`config.mk`:
```
export PLATFORM = sky130hd
export DESIGN_NAME = fetch_stage
export DESIGN_NICKNAME = d
export VERILOG_FILES = /design/src/rtl/pipe_pkg.sv /design/src/rtl/if_id_reg.sv /design/src/rtl/fetch_stage.sv
export SDC_FILE = /design/constraint.sdc
export NUM_CORES = 1
export LEC_CHECK = 0
export BUFFER_PORTS_ARGS = -buffer_cell sky130_fd_sc_hd__buf_2
export CORE_UTILIZATION = 59
export DETAILED_ROUTE_END_ITERATION = 16
export PLACE_DENSITY = 0.84
export SLEW_MARGIN = 30
export SYNTH_ARGS = -nofsm -noshare
export SYNTH_HDL_FRONTEND = slang
export SYNTH_SLANG_ARGS = --single-unit
```
`constraint.sdc`:
```
create_clock -name clk -period 4.9 [get_ports clk]
set_clock_uncertainty 0.05 [all_clocks]
set_input_delay 0.49 -clock clk [delete_from_list [all_inputs] [get_ports clk]]
set_output_delay 0.49 -clock clk [all_outputs]
set_load 0.01 [all_outputs]
```
`src/rtl/pipe_pkg.sv`:
```
// Types and constants shared by the RV32I in-order pipeline stages.
package pipe_pkg;

    typedef enum logic [1:0] {
        S_REQ,
        S_WAIT,
        S_FULL
    } fetch_state_t;

    localparam logic [31:0] NOP_INST   = 32'h0000_0013;
    localparam logic [6:0]  OPC_BRANCH = 7'b1100011;

endpackage

```
`src/rtl/if_id_reg.sv`:
```
// IF/ID pipeline register with a one-entry skid buffer that catches a
// response arriving while decode is stalled.
module if_id_reg
    import pipe_pkg::*;
#(
    parameter int XLEN = 32
) (
    input  logic            clk,
    input  logic            rst_n,
    input  logic            flush,
    input  logic            load,
    input  logic            skid_write,
    input  logic            id_stall,
    input  logic [31:0]     rdata,
    input  logic [XLEN-1:0] fetch_pc,
    output logic            free,
    output logic            valid,
    output logic [31:0]     inst,
    output logic [XLEN-1:0] pc
);

    logic            skid_valid;
    logic [31:0]     skid_inst;
    logic [XLEN-1:0] skid_pc;

    // Free means a new word may land here this cycle: empty, or being consumed.
    assign free = !valid || !id_stall;

    always_ff @(posedge clk or negedge rst_n) begin
        if (!rst_n) begin
            valid      <= 1'b0;
            inst       <= NOP_INST;
            pc         <= '0;
            skid_valid <= 1'b0;
            skid_inst  <= NOP_INST;
            skid_pc    <= '0;
        end else if (flush) begin
            valid      <= 1'b0;
            skid_valid <= 1'b0;
        end else begin
            if (load) begin
                valid <= 1'b1;
                inst  <= rdata;
                pc    <= fetch_pc;
            end else if (skid_valid && !id_stall) begin
                valid      <= 1'b1;
                inst       <= skid_inst;
                pc         <= skid_pc;
                skid_valid <= 1'b0;
            end else if (!id_stall) begin
                valid <= 1'b0;
            end
            if (skid_write) begin
                skid_valid <= 1'b1;
                skid_inst  <= rdata;
                skid_pc    <= fetch_pc;
            end
        end
    end

endmodule

```
`src/rtl/fetch_stage.sv`:
```
// Instruction fetch: PC generation, single-outstanding imem request FSM,
// redirect handling with stale-response discard, and the IF/ID register.
module fetch_stage
    import pipe_pkg::*;
#(
    parameter int              XLEN     = 32,
    parameter logic [XLEN-1:0] RESET_PC = 32'h0000_0000
) (
    input  logic            clk,
    input  logic            rst_n,
    output logic            imem_req,
    output logic [XLEN-1:0] imem_addr,
    input  logic            imem_gnt,
    input  logic            imem_rvalid,
    input  logic [31:0]     imem_rdata,
    input  logic            id_stall,
    input  logic            ex_redirect,
    input  logic [XLEN-1:0] ex_target,
    output logic            if_id_valid,
    output logic [31:0]     if_id_inst,
    output logic [6:0]      if_id_opcode,
    output logic [XLEN-1:0] if_id_pc
);

    localparam logic [XLEN-1:0] ALIGN_MASK = {{(XLEN-2){1'b1}}, 2'b00};
    localparam logic [XLEN-1:0] PC_STEP    = XLEN'(4);

    fetch_state_t    state;
    logic [XLEN-1:0] pc;
    logic [XLEN-1:0] req_pc;
    logic            discard;
    logic            ifid_free;
    logic            resp_live;
    logic            ifid_load;
    logic            skid_write;

    assign imem_req     = rst_n && (state == S_REQ);
    assign imem_addr    = pc & ALIGN_MASK;
    assign if_id_opcode = if_id_inst[6:0];

    assign resp_live  = (state == S_WAIT) && imem_rvalid && !discard && !ex_redirect;
    assign ifid_load  = resp_live && ifid_free;
    assign skid_write = resp_live && !ifid_free;

    // A redirect always wins; a request granted in the same cycle is marked stale.
    always_ff @(posedge clk or negedge rst_n) begin
        if (!rst_n) begin
            state   <= S_REQ;
            pc      <= RESET_PC & ALIGN_MASK;
            req_pc  <= '0;
            discard <= 1'b0;
        end else if (ex_redirect) begin
            pc <= ex_target & ALIGN_MASK;
            case (state)
                S_REQ: begin
                    if (imem_gnt) begin
                        discard <= 1'b1;
                        state   <= S_WAIT;
                    end else begin
                        state <= S_REQ;
                    end
                end
                S_WAIT: begin
                    if (imem_rvalid) begin
                        discard <= 1'b0;
                        state   <= S_REQ;
                    end else begin
                        discard <= 1'b1;
                    end
                end
                default: state <= S_REQ;
            endcase
        end else begin
            case (state)
                S_REQ: begin
                    if (imem_gnt) begin
                        req_pc <= pc;
                        pc     <= pc + PC_STEP;
                        state  <= S_WAIT;
                    end
                end
                S_WAIT: begin
                    if (imem_rvalid) begin
                        if (discard) begin
                            discard <= 1'b0;
                            state   <= S_REQ;
                        end else if (ifid_free) begin
                            state <= S_REQ;
                        end else begin
                            state <= S_FULL;
                        end
                    end
                end
                S_FULL: begin
                    if (!id_stall) state <= S_REQ;
                end
                default: state <= S_REQ;
            endcase
        end
    end

    if_id_reg #(
        .XLEN(XLEN)
    ) u_ifid (
        .clk       (clk),
        .rst_n     (rst_n),
        .flush     (ex_redirect),
        .load      (ifid_load),
        .skid_write(skid_write),
        .id_stall  (id_stall),
        .rdata     (imem_rdata),
        .fetch_pc  (req_pc),
        .free      (ifid_free),
        .valid     (if_id_valid),
        .inst      (if_id_inst),
        .pc        (if_id_pc)
    );

endmodule

```
### Yosys cells after proc, flatten, opt, wreduce, memory -nomap -nowiden

Index checks and enable logic that the tools add are counted.
W data, S select, Z words.

| storage, ports and cells | value |
|---|---|
| RAM bits | 0 |
| bits in latches | 0 |
| input bits | 70 |
| word-level logic and storage cells | 79 |
| register bits after elaboration | 197 |
| memories | 0 |
| ROM bits | 0 |

| cells by class | value |
|---|---|
| $lt $le $gt $ge | 0 |
| bitwise operators | 1 |
| $mul | 0 |
| shifts and indexed selects | 0 |
| equality and inequality tests | 8 |
| divide/modulo/power cells | 0 |
| multiplexer cells | 31 |
| add/sub/neg operators | 1 |
| reductions and logical operators | 28 |

Operators by type and width:

| operator | number |
|---|---|
| $mux W32 | 7 |
| $add A32 B3 Y32 const B | 1 |
| $mux W1 | 14 |
| $mux W2 | 7 |
| $reduce_bool A2 Y1 | 6 |
| $ne A3 B3 Y1 const B | 3 |
| $reduce_and A2 Y1 | 4 |
| $logic_and A1 B1 Y1 | 7 |
| $pmux W2 S3 | 1 |
| $reduce_and A3 Y1 | 2 |
| $logic_not A1 Y1 | 5 |
| $ne A4 B1 Y1 const B | 1 |
| $pmux W2 S2 | 1 |
| $reduce_and A4 Y1 | 1 |
| $ne A3 B2 Y1 const B | 1 |
| $reduce_bool A3 Y1 | 1 |
| $eq A2 B1 Y1 const B | 1 |
| $eq A2 B2 Y1 const B | 1 |
| $logic_not A2 Y1 | 1 |
| $ne A2 B2 Y1 const B | 1 |
| $pmux W1 S2 | 1 |
| $logic_or A1 B1 Y1 | 1 |
| $not A1 Y1 | 1 |

### Logic depth before layout (Yosys ltp)

Gate-level depths: netlist of run 1.

| logic depth | value |
|---|---|
| word-level depth | 8 |
| gate-level depth with buffers | 7 |
| depth with buffers taken out | 5 |

### Modules after synthesis

A second synthesis of run 1 with hierarchy kept.

| second synthesis, totals | value |
|---|---|
| cells, all modules | 647 |
| area total of the unflattened synthesis | 8,770.9 µm² |

Modules (own cells, without submodules):

| module | seq. area each (µm²) | area each (µm²) | cells an instance | instances |
|---|---|---|---|---|
| if_id_reg | 3,260.6 | 5,660.4 | 350 | 1 |
| fetch_stage | 1,576.5 | 3,110.5 | 297 | 1 |

### Worst setup path after synthesis of run 1

Ideal clock, no wire load.

| timing path | value |
|---|---|
| kind | in2reg |
| start point | input port imem_gnt |
| end point | register pc[28] |
| setup slack | 2.576 ns |
| stages on the path | 5 |
| arrival | 2.192 ns |
| data required time | 4.768 ns |
| cell sequence | or3b_4 buf_6 or4_4 or4b_1 a31oi_1 |

| between the ends | value |
|---|---|
| longest elaborated chain between the ends | 2 |

RTL lines:

| item | RTL line | source |
|---|---|---|
| from (decl) | fetch_stage.sv:13 | `input logic imem_gnt,` |
| $reduce_bool A2 Y1 (no line) | - |  |
| $reduce_and A2 Y1 (no line) | - |  |
| to (signal assigned) | fetch_stage.sv:49 | `pc <= RESET_PC & ALIGN_MASK;` |
| to (signal assigned) | fetch_stage.sv:53 | `pc <= ex_target & ALIGN_MASK;` |
| to (signal assigned) | fetch_stage.sv:78 | `pc <= pc + PC_STEP;` |
| to (decl) | fetch_stage.sv:29 | `logic [XLEN-1:0] pc;` |

No other way between the ends.
A chain may end at the register's enable or synchronous reset.

### Worst setup path in the final report of run 1

| timing path | value |
|---|---|
| start point | register state[1] |
| end point | register pc[31] |

| between the ends | value |
|---|---|
| longest elaborated chain between the ends | 3 |

RTL lines:

| item | RTL line | source |
|---|---|---|
| from (decl) | fetch_stage.sv:28 | `fetch_state_t state;` |
| from (signal assigned) | fetch_stage.sv:48 | `state <= S_REQ;` |
| from (signal assigned) | fetch_stage.sv:58 | `state <= S_WAIT;` |
| from (signal assigned) | fetch_stage.sv:60 | `state <= S_REQ;` |
| $logic_not A2 Y1 | fetch_stage.sv:74 | `case (state)` |
| $reduce_bool A2 Y1 (no line) | - |  |
| $reduce_and A2 Y1 (no line) | - |  |

No other way between the ends.

==> results of run 1 <==
==> sequential cells by signal (all words and copies together) (netlist names) <==
register	flops
u_ifid.skid_valid	1
u_ifid.skid_pc	30
u_ifid.pc	30
u_ifid.inst	32
discard	1
u_ifid.skid_inst	32
state	2
pc	30
req_pc	30
u_ifid.valid	1
==> power by group through the flow <==
| stage | Combinational, mW | Sequential, mW | Clock (mW) |
|---|---|---|---|
| after global routing | 1.14 | 2.33 | 1.54 |
| after CTS | 1.05 | 2.28 | 1.46 |
| after detailed placement | 1.04 | 2.30 | 0 |
| final | 1.04 | 2.28 | 1.45 |
| after global placement | 0.985 | 2.26 | 0 |
| after floorplan | 0.485 | 2.36 | 0 |
==> cell families (layout without fill, tap and decap cells) <==
kind of cell / count (synthesis) / in the layout
compound gates: 117 / 117
fa+ha+maj: 1 / 1
flops: 189 / 189
other cells: 1 / 4
mux: 155 / 155
xor+xnor: 10 / 10
simple gates: 172 / 172
buf+inv: 60 / 215
==> layer usage <==
layer	global-route usage	wire [um]	vias to the layer above
met5	0	0	-
met4	0.105	331	0
met3	0.0547	942	29
met2	0.441	9310	206
met1	0.354	7810	2987
li1	-	-	2782
==> worst max path at each step <==
stage               slack, ns  cells past startpoint              endpoint
floorplan                2.58                      5                pc[28]
global placement         2.13                      6  u_ifid.skid_inst[11]
detailed placement       2.07                      6  u_ifid.skid_inst[20]
CTS                      2.19                      4                pc[31]
global route             2.03                      6        u_ifid.inst[9]
finish                   2.18                      4                pc[31]
==> cell usage in the layout, fill, tap and decap left out, types with 7 or more instances in the layout <==
cell type | synthesis | routed
dfrtp_1 | 183 | 183
buf_2 | 6 | 167
mux2_2 | 92 | 92
nand2_1 | 87 | 87
o21ai_0 | 85 | 85
mux2i_1 | 63 | 63
nor2_1 | 23 | 22
a31oi_1 | 17 | 17
clkbuf_16 | 0 | 17
nand4_1 | 10 | 10
xnor2_1 | 10 | 10
nand3_1 | 9 | 9
or3_1 | 8 | 8
or4_1 | 7 | 7
==> synthesized netlist by cell type, drive strengths merged, types with 6 or more instances <==
cell type	number	area share
or3	8	0.0060
o21ai	85	0.051
dfrtp	183	0.55
nand4	10	0.0076
o31ai	6	0.0054
dfstp	6	0.019
inv	6	0.0027
buf	20	0.017
mux2	92	0.13
nand2	87	0.039
nor2	23	0.010
xnor2	10	0.011
or4	8	0.0077
mux2i	63	0.076
a31oi	17	0.013
clkbuf	33	0.015
nand3	9	0.0054
==> per-stage QoR <==
step	setup slack [ns]	total power, mW
global placement	2.13	3.24
floorplan	2.58	2.85
finish	2.18	4.76
global route	2.03	5.01
detailed placement	2.07	3.34
CTS	2.19	4.79
==> layout make-up <==
class	instances	area share
flip-flops and latches	189	0.482
multi-input cells	459	0.333
repair buffers	176	0.0962
clock buffers	22	0.0472
well taps	176	0.0224
clock inverters	10	0.0165
inverters	7	0.00267
==> parameters.txt, run 1 <==
Parameter                              Value

Synth
  Yosys warnings    0
  Number of distinct library cells after synthesis    44
  Cell area after technology mapping    8280 um^2
  Most frequently used flop master after synthesis    dfrtp_1
  Post-synthesis average cell area    11.7 um^2
  Fraction of registers with async set or reset after synthesis    1.00
  Post-synthesis simple-gate area fraction    0.100
  Fraction of the yosys area taken by sequential cells    0.572
  Post-Synth Adder-Cell Area    0.00151
  Xor-xnor portion of the synthesized cell area    0.0106
  Multiplexer area fraction after synthesis    0.201
  Dominant combinational cell family by area after synthesis    multiplexers
  FF+latch count, synth    189
  Cell count after synthesis    705
  Area fraction in compound gates after synthesis    0.0780
  Number of enable-type register cells in the synthesized netlist    0

Routing
  Antenna Nets Post-Route    0
  Via count normalized by instance count    5.78
  Wire length per cell    17.7 um
  Routed wire length    18400 um
  DRC violations left    0
  Length of the first detailed-routing pass in iterations    5
  Initial detailed-routing violation count    389
  Number of vias after detailed routing    6004

Setup path
  Worst setup startpoint    state[1]
  Buf/Inv on CP    0
  Source of the worst register-to-register timing path    state[1]
  Worst reg2reg setup slack    2.18 ns
  Critical-path top delay cell    or4_1
  Gate family responsible for the most delay along the worst path    simple AND/OR/NAND/NOR gates
  Peak per-stage delay on the critical path    0.86 ns
  CP dominant cell by count    or4_1
  Arrival time worst endpoint    3.02 ns
  R2R depth    4
  Maximum fanout along the worst path    19
  CP Cell Sequence    or3b_4, or4_1, or4_1, a31oi_1
  Kind of start point of the critical path    flop
  Critical path required time    5.19 ns
  Capture instance of the worst register-to-register path    pc[31]
  Class of the most critical setup path    flop to flop
  Kind of capture point of the worst setup path    flop

Clocking
  Number of hold-repair buffers added at the cts stage    0
  Number of levels in the clock H-tree    4
  Number of CTS-inserted buffers    17
  Latest clock arrival within the worst-skew pair    0.43 ns
  TritonCTS clock tree    built
  Post-CTS setup repair buffer count    0
  Clock-pin transition on the worst setup and hold timing paths    0.06 ns
  Buffer cell driving the clock tree root    clkbuf_16
  Total of cells resized after clock tree synthesis    0
  Clock tree buffer depth    2
  Num Clock Sinks    189

Die
  Row Count    42
  Total Die Area    14500 um^2
  I/O pin count    175
  Overall die height    120 um
  Initial Utilization    0.615
  Core region area    13500 um^2
  Die Width    120 um

GRT
  All-Layer GR Usage    0.269
  Grt ovf    0
  Largest net degree at the start of global routing    85
  Number of antenna violations at the first check in global routing    1
  Global-route wire length before repair    30200 um
  Vias in the first global route    6098

Power and ir drop
  Part of the power in combinational logic    0.217
  Static leakage power    4.42 nW
  Portion of total power attributed to sequential cells    0.479
  Internal cell power    3.36 mW
  Net Switching    1.40 mW
  Part of the total power dissipated in the clock network    0.304
  Net switching fraction of the power    0.294
  Total power per unit cell area    484 nW/um^2
  Worst IR drop on VDD    0.325 mV

Cells and area
  Sequential cell area    4740 um^2
  Final core utilization    0.731
  Number of standard cells in the layout, taps in and fillers out    1039
  Number of fill cells    954
  Area of all placed cells without fillers    9830 um^2
  Share of layout cells above drive strength 1    0.358
  Combined area of the multi-input logic cells    3280 um^2
  P&R area growth vs syn    18.8%
  Final #Nets    921
  Number of antenna repair diodes    0

Placement
  Instance count after placement with tap cells included    1006
  Post-detail-place hpwl    11900 um
  Area after detailed placement    9180 um^2
  Number of input and output port buffers inserted    168
  Global placement routability congestion    0.799

Timing
  Final worst hold slack    0.0361 ns
  Final Hold Fails    0
  Min Tclk post-route    2.72 ns
  Endpoints failing setup    0
  Setup TNS after final layout    0 ns
  Max-slew headroom at the worst pin    0.393
  Fraction of the cycle the final worst path needs    0.556
  Highest clock rate    367 MHz
  Transition at the pin with the smallest max-transition slack    0.910 ns
  Max-slew violation count    0
  RSZ-0062 raised after global routing    no

Status
  Outcome    finished clean

Worst hold path
  Type of the tightest min-delay check    input pin to asynchronous set/reset pin

Flow run
  Number of violations of the max-capacitance limit    0
Note: power is estimated with default switching activity, not from simulation.
==> run 2, diff against run 1 <==
--- a/config.mk
+++ b/config.mk
@@ -6,9 +6,9 @@
 export NUM_CORES = 1
 export LEC_CHECK = 0
 export BUFFER_PORTS_ARGS = -buffer_cell sky130_fd_sc_hd__buf_2
-export CORE_UTILIZATION = 59
+export CORE_UTILIZATION = 55
 export DETAILED_ROUTE_END_ITERATION = 16
-export PLACE_DENSITY = 0.84
+export PLACE_DENSITY = 0.79
 export SLEW_MARGIN = 30
 export SYNTH_ARGS = -nofsm -noshare
 export SYNTH_HDL_FRONTEND = slang
==> constraint.sdc (replaced) <==
create_clock -name clk -period 2.7 [get_ports clk]
set_clock_uncertainty 0.05 [all_clocks]
set_input_delay 0.27 -clock clk [delete_from_list [all_inputs] [get_ports clk]]
set_output_delay 0.27 -clock clk [all_outputs]
set_load 0.01 [all_outputs]
==> run 2 against run 1 <==
  * Largest cell class unchanged
  * Power is 79% higher
  * Die area is 7.1% higher
  * Critical path type unchanged
  * Routed wire length is 2.6% lower
  * Register-to-register slack worse by 2.0 ns
  * Clock-buffer cell count is 4 higher
  * Cell area is 0.46% higher
  * First-iteration DRC count is 3.9% higher
  * Worst hold slack worse by 0.020 ns
==> parameters.txt, run 2 (synthesis results as in run 1) <==
Parameter                              Value

Flow run
  Number of violations of the max-capacitance limit    0 (unchanged)

Routing
  Via count normalized by instance count    5.72 (was 5.78)
  Routed wire length    17900 um (was 18400 um)
  Initial detailed-routing violation count    404 (was 389)
  Wire length per cell    17.0 um (was 17.7 um)
  DRC violations left    0 (unchanged)
  Number of vias after detailed routing    6024 (was 6004)
  Antenna Nets Post-Route    0 (unchanged)
  Length of the first detailed-routing pass in iterations    5 (unchanged)

Timing
  Final Hold Fails    0 (unchanged)
  Min Tclk post-route    2.56 ns (was 2.72 ns)
  RSZ-0062 raised after global routing    no (unchanged)
  Transition at the pin with the smallest max-transition slack    0.860 ns (was 0.910 ns)
  Endpoints failing setup    0 (unchanged)
  Max-slew headroom at the worst pin    0.427 (was 0.393)
  Final worst hold slack    0.0161 ns (was 0.0361 ns)
  Max-slew violation count    0 (unchanged)
  Fraction of the cycle the final worst path needs    0.948 (was 0.556)
  Setup TNS after final layout    0 ns (unchanged)
  Highest clock rate    391 MHz (was 367 MHz)

Worst hold path
  Depth of the worst hold-timing path    3
  Type of the tightest min-delay check    input pin to flop (was input pin to asynchronous set/reset pin)

Setup path
  Critical path required time    2.98 ns (was 5.19 ns)
  R2R depth    5 (was 4)
  Arrival time worst endpoint    2.84 ns (was 3.02 ns)
  Kind of start point of the critical path    flop (unchanged)
  Class of the most critical setup path    flop to flop (unchanged)
  Maximum fanout along the worst path    11 (was 19)
  Kind of capture point of the worst setup path    flop (unchanged)

Clocking
  Total of cells resized after clock tree synthesis    0 (unchanged)
  Number of hold-repair buffers added at the cts stage    4 (was 0)
  Number of levels in the clock H-tree    4 (unchanged)
  TritonCTS clock tree    built (unchanged)
  Post-CTS setup repair buffer count    0 (unchanged)
  Clock tree buffer depth    2 (unchanged)
  Latest clock arrival within the worst-skew pair    0.42 ns (was 0.43 ns)
  Buffer cell driving the clock tree root    clkbuf_16 (unchanged)
  Clock-pin transition on the worst setup and hold timing paths    0.06 ns (about the same)
  Number of CTS-inserted buffers    17 (unchanged)
  Num Clock Sinks    189 (unchanged)

Power and ir drop
  Static leakage power    4.43 nW (was 4.42 nW)
  Total power per unit cell area    864 nW/um^2 (was 484 nW/um^2)
  Worst IR drop on VDD    0.536 mV (was 0.325 mV)

GRT
  Number of antenna violations at the first check in global routing    0 (was 1)
  Largest net degree at the start of global routing    125 (was 85)
  Global-route wire length before repair    30300 um (was 30200 um)
  Vias in the first global route    6077 (was 6098)
  All-Layer GR Usage    0.244 (was 0.269)
  Grt ovf    0 (unchanged)

Placement
  Global placement routability congestion    0.843 (was 0.799)
  Post-detail-place hpwl    11900 um (about the same)
  Area after detailed placement    9240 um^2 (was 9180 um^2)
  Number of input and output port buffers inserted    168 (unchanged)

Die
  Total Die Area    15500 um^2 (was 14500 um^2)
  Initial Utilization    0.567 (was 0.615)
  Core region area    14600 um^2 (was 13500 um^2)
  Overall die height    125 um (was 120 um)
  Die Width    125 um (was 120 um)
  I/O pin count    175 (unchanged)
  Row Count    44 (was 42)

Cells and area
  Most common library cell in the layout ignoring fill and taps    dfrtp_1 (unchanged)
  Share of layout cells above drive strength 1    0.355 (was 0.358)
  Final #Nets    929 (was 921)
  Leading cell types in the layout, fill and taps excluded    dfrtp_1, buf_2, mux2_2 (unchanged)
  Number of antenna repair diodes    0 (unchanged)
  Largest registers    u_ifid.inst x32, u_ifid.skid_inst x32 (unchanged)
  P&R area growth vs syn    19.3% (was 18.8%)
  Area of all placed cells without fillers    9880 um^2 (was 9830 um^2)

Status
  Outcome    finished clean (unchanged)
run 2: cell types whose count changed in the layout (fill, tap and decap cells not counted), sizes merged:
cell | before | now
clkinvlp | 2 | 1
clkinv | 5 | 2
buf | 175 | 179
dlygate4sd3 | 0 | 4
clkbuf | 23 | 27
bufinv | 4 | 3
run 2: cell type report:
class	instances	area, um^2
Tap cell	184	230
Clock buffer	26	489
Fill cell	1070	4710
Multi-Input combinational cell	459	3270
Timing Repair Buffer	184	1020
Inverter	7	26.3
Sequential cell	189	4740
Clock inverter	5	106
run 2: path summary, 6_finish.rpt:
| check | start | endpoint | slack, ns |
|---|---|---|---|
| worst max-delay path | state[1] | pc[19] | 0.14 |
| worst min-delay path | ex_target[3] | pc[3] | 0.02 |
| worst max register to register | state[1] | pc[19] | 0.14 |
| worst min register to register | req_pc[31] | u_ifid.pc[31] | 0.45 |
| max in group asynchronous | rst_n | req_pc[24] | 1.42 |
| min in group asynchronous | rst_n | state[0] | 0.28 |
run 2: worst max-delay path, cell delays in order, from the launching register on:
cell and delay (ns):
dfrtp_1 0.45, or3b_4 0.50, or4_1 0.72, buf_4 0.24, or3_1 0.31, a31oi_1 0.20
run 2: through the flow:
stage	power, mW	worst slack [ns]	utilization	instances
6_report	8.53	0.142	0.677	1054
5_1_grt	9.00	0.0541	0.677	1054
4_1_cts	8.62	0.167	0.677	1054
3_5_place_dp	6.08	0.199	0.633	1019
3_3_place_gp	5.93	0.272	0.633	1019
2_1_floorplan	5.16	0.385	-	708
run 2: power by group:
part | internal, mW | switching (mW)
Combinational | 0.900 | 0.970
Sequential | 3.61 | 0.525
Clock | 1.53 | 0.995
Total | 6.04 | 2.49
run 2: per-layer routing:
layer | wire length, um | global-route usage
met5 | 0 | 0
met4 | 276 | 0.0900
met3 | 837 | 0.0447
met2 | 8820 | 0.391
met1 | 7970 | 0.331
==> run 3, diff against run 2 <==
--- a/config.mk
+++ b/config.mk
@@ -9,6 +9,7 @@
 export CORE_UTILIZATION = 55
 export DETAILED_ROUTE_END_ITERATION = 16
 export PLACE_DENSITY = 0.79
+export SETUP_SLACK_MARGIN = 0.4
 export SLEW_MARGIN = 30
 export SYNTH_ARGS = -nofsm -noshare
 export SYNTH_HDL_FRONTEND = slang
==> run 3 against run 2 <==
  * Global-route usage rose by 0.26 points
  * Flip-flop and latch count is the same
  * Routed wire length is 2.3% higher
  * Critical path depth is 1 higher
  * Highest routed layer unchanged
  * Worst hold slack hardly changed
  * Critical path type unchanged
  * Register-to-register slack improved by 0.29 ns
  * Clock power decreased by 5%
  * Clock-buffer cell count shrank 3
  * Worst setup slack better by 0.29 ns
==> parameters.txt, run 3 (synthesis results as in run 1) <==
Parameter                              Value

Cells and area
  Share of layout cells above drive strength 1    0.372 (was 0.355)
  Combined area of the multi-input logic cells    3330 um^2 (was 3270 um^2)
  Area of all placed cells without fillers    10000 um^2 (was 9880 um^2)
  P&R area growth vs syn    20.9% (was 19.3%)
  Final #Nets    941 (was 929)
  Leading cell types in the layout, fill and taps excluded    dfrtp_1, buf_2, mux2_2 (unchanged)
  Final core utilization    0.686 (was 0.677)
  Sequential cell area    4740 um^2 (about the same)
  Number of fill cells    1035 (was 1070)
  Number of standard cells in the layout, taps in and fillers out    1064 (was 1054)
  Number of antenna repair diodes    0 (unchanged)
  Largest registers    u_ifid.inst x32, u_ifid.skid_inst x32 (unchanged)
  Most common library cell in the layout ignoring fill and taps    dfrtp_1 (unchanged)

Die
  Core region area    14600 um^2 (unchanged)
  I/O pin count    175 (unchanged)
  Die Width    125 um (unchanged)
  Total Die Area    15500 um^2 (unchanged)
  Row Count    44 (unchanged)
  Initial Utilization    0.567 (unchanged)
  Overall die height    125 um (unchanged)

Clocking
  Buffer cell driving the clock tree root    clkbuf_16 (unchanged)
  Num Clock Sinks    189 (unchanged)
  Latest clock arrival within the worst-skew pair    0.43 ns (was 0.42 ns)
  Clock-pin transition on the worst setup and hold timing paths    0.07 ns (was 0.06 ns)
  Clock tree buffer depth    2 (unchanged)
  Number of levels in the clock H-tree    4 (unchanged)
  TritonCTS clock tree    built (unchanged)
  Number of CTS-inserted buffers    17 (unchanged)

Routing
  Routed wire length    18300 um (was 17900 um)
  Via count normalized by instance count    5.72 (about the same)
  Top Metal Used    met4 (unchanged)
  WL met2    8910 um (was 8820 um)
  Wire length per cell    17.2 um (was 17.0 um)
  Antenna Nets Post-Route    0 (unchanged)
  Number of vias after detailed routing    6090 (was 6024)
  Met3 Wirelength    975 um (was 837 um)
  DRC violations left    0 (unchanged)
  Routed metal-1 wire length    8080 um (was 7970 um)
  Initial detailed-routing violation count    404 (unchanged)
  Length of the first detailed-routing pass in iterations    5 (unchanged)

Timing
  Final Hold Fails    0 (unchanged)
  Setup TNS after final layout    0 ns (unchanged)
  Final worst hold slack    0.0158 ns (was 0.0161 ns)
  Min Tclk post-route    2.26 ns (was 2.56 ns)
  Post-route setup slack    0.435 ns (was 0.142 ns)
  Highest clock rate    442 MHz (was 391 MHz)
  Max-slew violation count    0 (unchanged)
  Max-slew headroom at the worst pin    0.424 (was 0.427)
  RSZ-0062 raised after global routing    no (unchanged)
  Fraction of the cycle the final worst path needs    0.839 (was 0.948)
  Transition at the pin with the smallest max-transition slack    0.864 ns (was 0.860 ns)
  Endpoints failing setup    0 (unchanged)

Placement
  Area after detailed placement    9240 um^2 (about the same)
  Post-Place Setup Slack    0.205 ns (was 0.199 ns)
  Number of input and output port buffers inserted    168 (unchanged)
  Post-detail-place hpwl    11800 um (was 11900 um)
  Instance count after placement with tap cells included    1017 (was 1019)
  Global placement routability congestion    0.848 (was 0.843)

Setup path
  Arrival time worst endpoint    2.50 ns (was 2.84 ns)
  Critical path required time    2.94 ns (was 2.98 ns)
  Maximum fanout along the worst path    6 (was 11)
  Kind of capture point of the worst setup path    flop (unchanged)
  Source of the worst register-to-register timing path    state[1] (unchanged)
  Kind of start point of the critical path    flop (unchanged)
  Worst setup startpoint    state[1] (unchanged)
  Class of the most critical setup path    flop to flop (unchanged)

Worst hold path
  Type of the tightest min-delay check    input pin to flop (unchanged)
  Beginning of the worst hold path    ex_target[3] (unchanged)

Status
  Outcome    finished clean (unchanged)

Power and ir drop
  Total design power    8.45 mW (was 8.53 mW)
  Static leakage power    4.47 nW (was 4.43 nW)
  Worst IR drop on VDD    0.417 mV (was 0.536 mV)
  Total power per unit cell area    844 nW/um^2 (was 864 nW/um^2)

GRT
  Vias in the first global route    6087 (was 6077)
  Global-route wire length before repair    30300 um (about the same)
  Largest net degree at the start of global routing    125 (unchanged)
  Number of antenna violations at the first check in global routing    0 (unchanged)
  All-Layer GR Usage    0.246 (was 0.244)
  Grt ovf    0 (unchanged)

Flow run
  Number of violations of the max-capacitance limit    0 (unchanged)
[run 3: changes by cell type in the layout (fill, tap and decap cells not counted), moves of 2 or more]
| cell | change |
|---|---|
| dlygate4sd3_1 | +4 |
| clkbuf_1 | -2 |
| nand3_1 | -2 |
| or4_4 | +2 |
| dfrtp_2 | +5 |
| buf_4 | +6 |
| dfrtp_1 | -5 |
[run 3: report_power, final]
part / total (mW) / internal [mW] / switching (mW) / leakage, nW
registers: 4.15 / 3.61 / 0.537 / 2.37
clock network: 2.39 / 1.40 / 0.995 / 0.265
logic: 1.90 / 0.918 / 0.985 / 1.83
[run 3: area by class of cell]
cell class / count / share of cell area
flip-flops and latches: 189 / 0.474
multi-input cells: 460 / 0.333
repair buffers: 195 / 0.112
clock buffers: 23 / 0.0468
well taps: 184 / 0.0230
clock inverters: 6 / 0.00888
inverters: 7 / 0.00263
[run 3: final timing paths]
check | end | slack (ns) | depth (start not counted)
worst max-delay path | pc[22] | 0.44 | 6
worst min-delay path | pc[3] | 0.02 | 3
worst max register to register | pc[22] | 0.44 | 6
worst min register to register | u_ifid.pc[29] | 0.45 | 2
max in group asynchronous | pc[9] | 1.43 | 3
min in group asynchronous | u_ifid.inst[24] | 0.28 | 2
[run 3: timing repair]
| action | CTS | global route |
|---|---|---|
| gates resized for setup | 5 | 9 |
| cloned | 1 | 0 |
| endpoints found under the setup margin | 137 | 133 |
| hold buffers | 8 | 0 |
| endpoints found under the hold margin | 41 | 0 |
| pin swaps | 2 | 4 |
| buffers inserted | 5 | 4 |
[run 3: critical path, cell delays in order (launching register included)]
cell and delay [ns]:
dfrtp_2 0.45, or3b_4 0.42, buf_4 0.16, or4_4 0.53, buf_4 0.16, o31ai_1 0.22, a31oi_1 0.12
[run 3: layer usage]
metal,vias to the layer above,track usage
li1,2837,-
met1,2984,0.329
met2,237,0.395
met3,32,0.0481
met4,0,0.101
met5,-,0
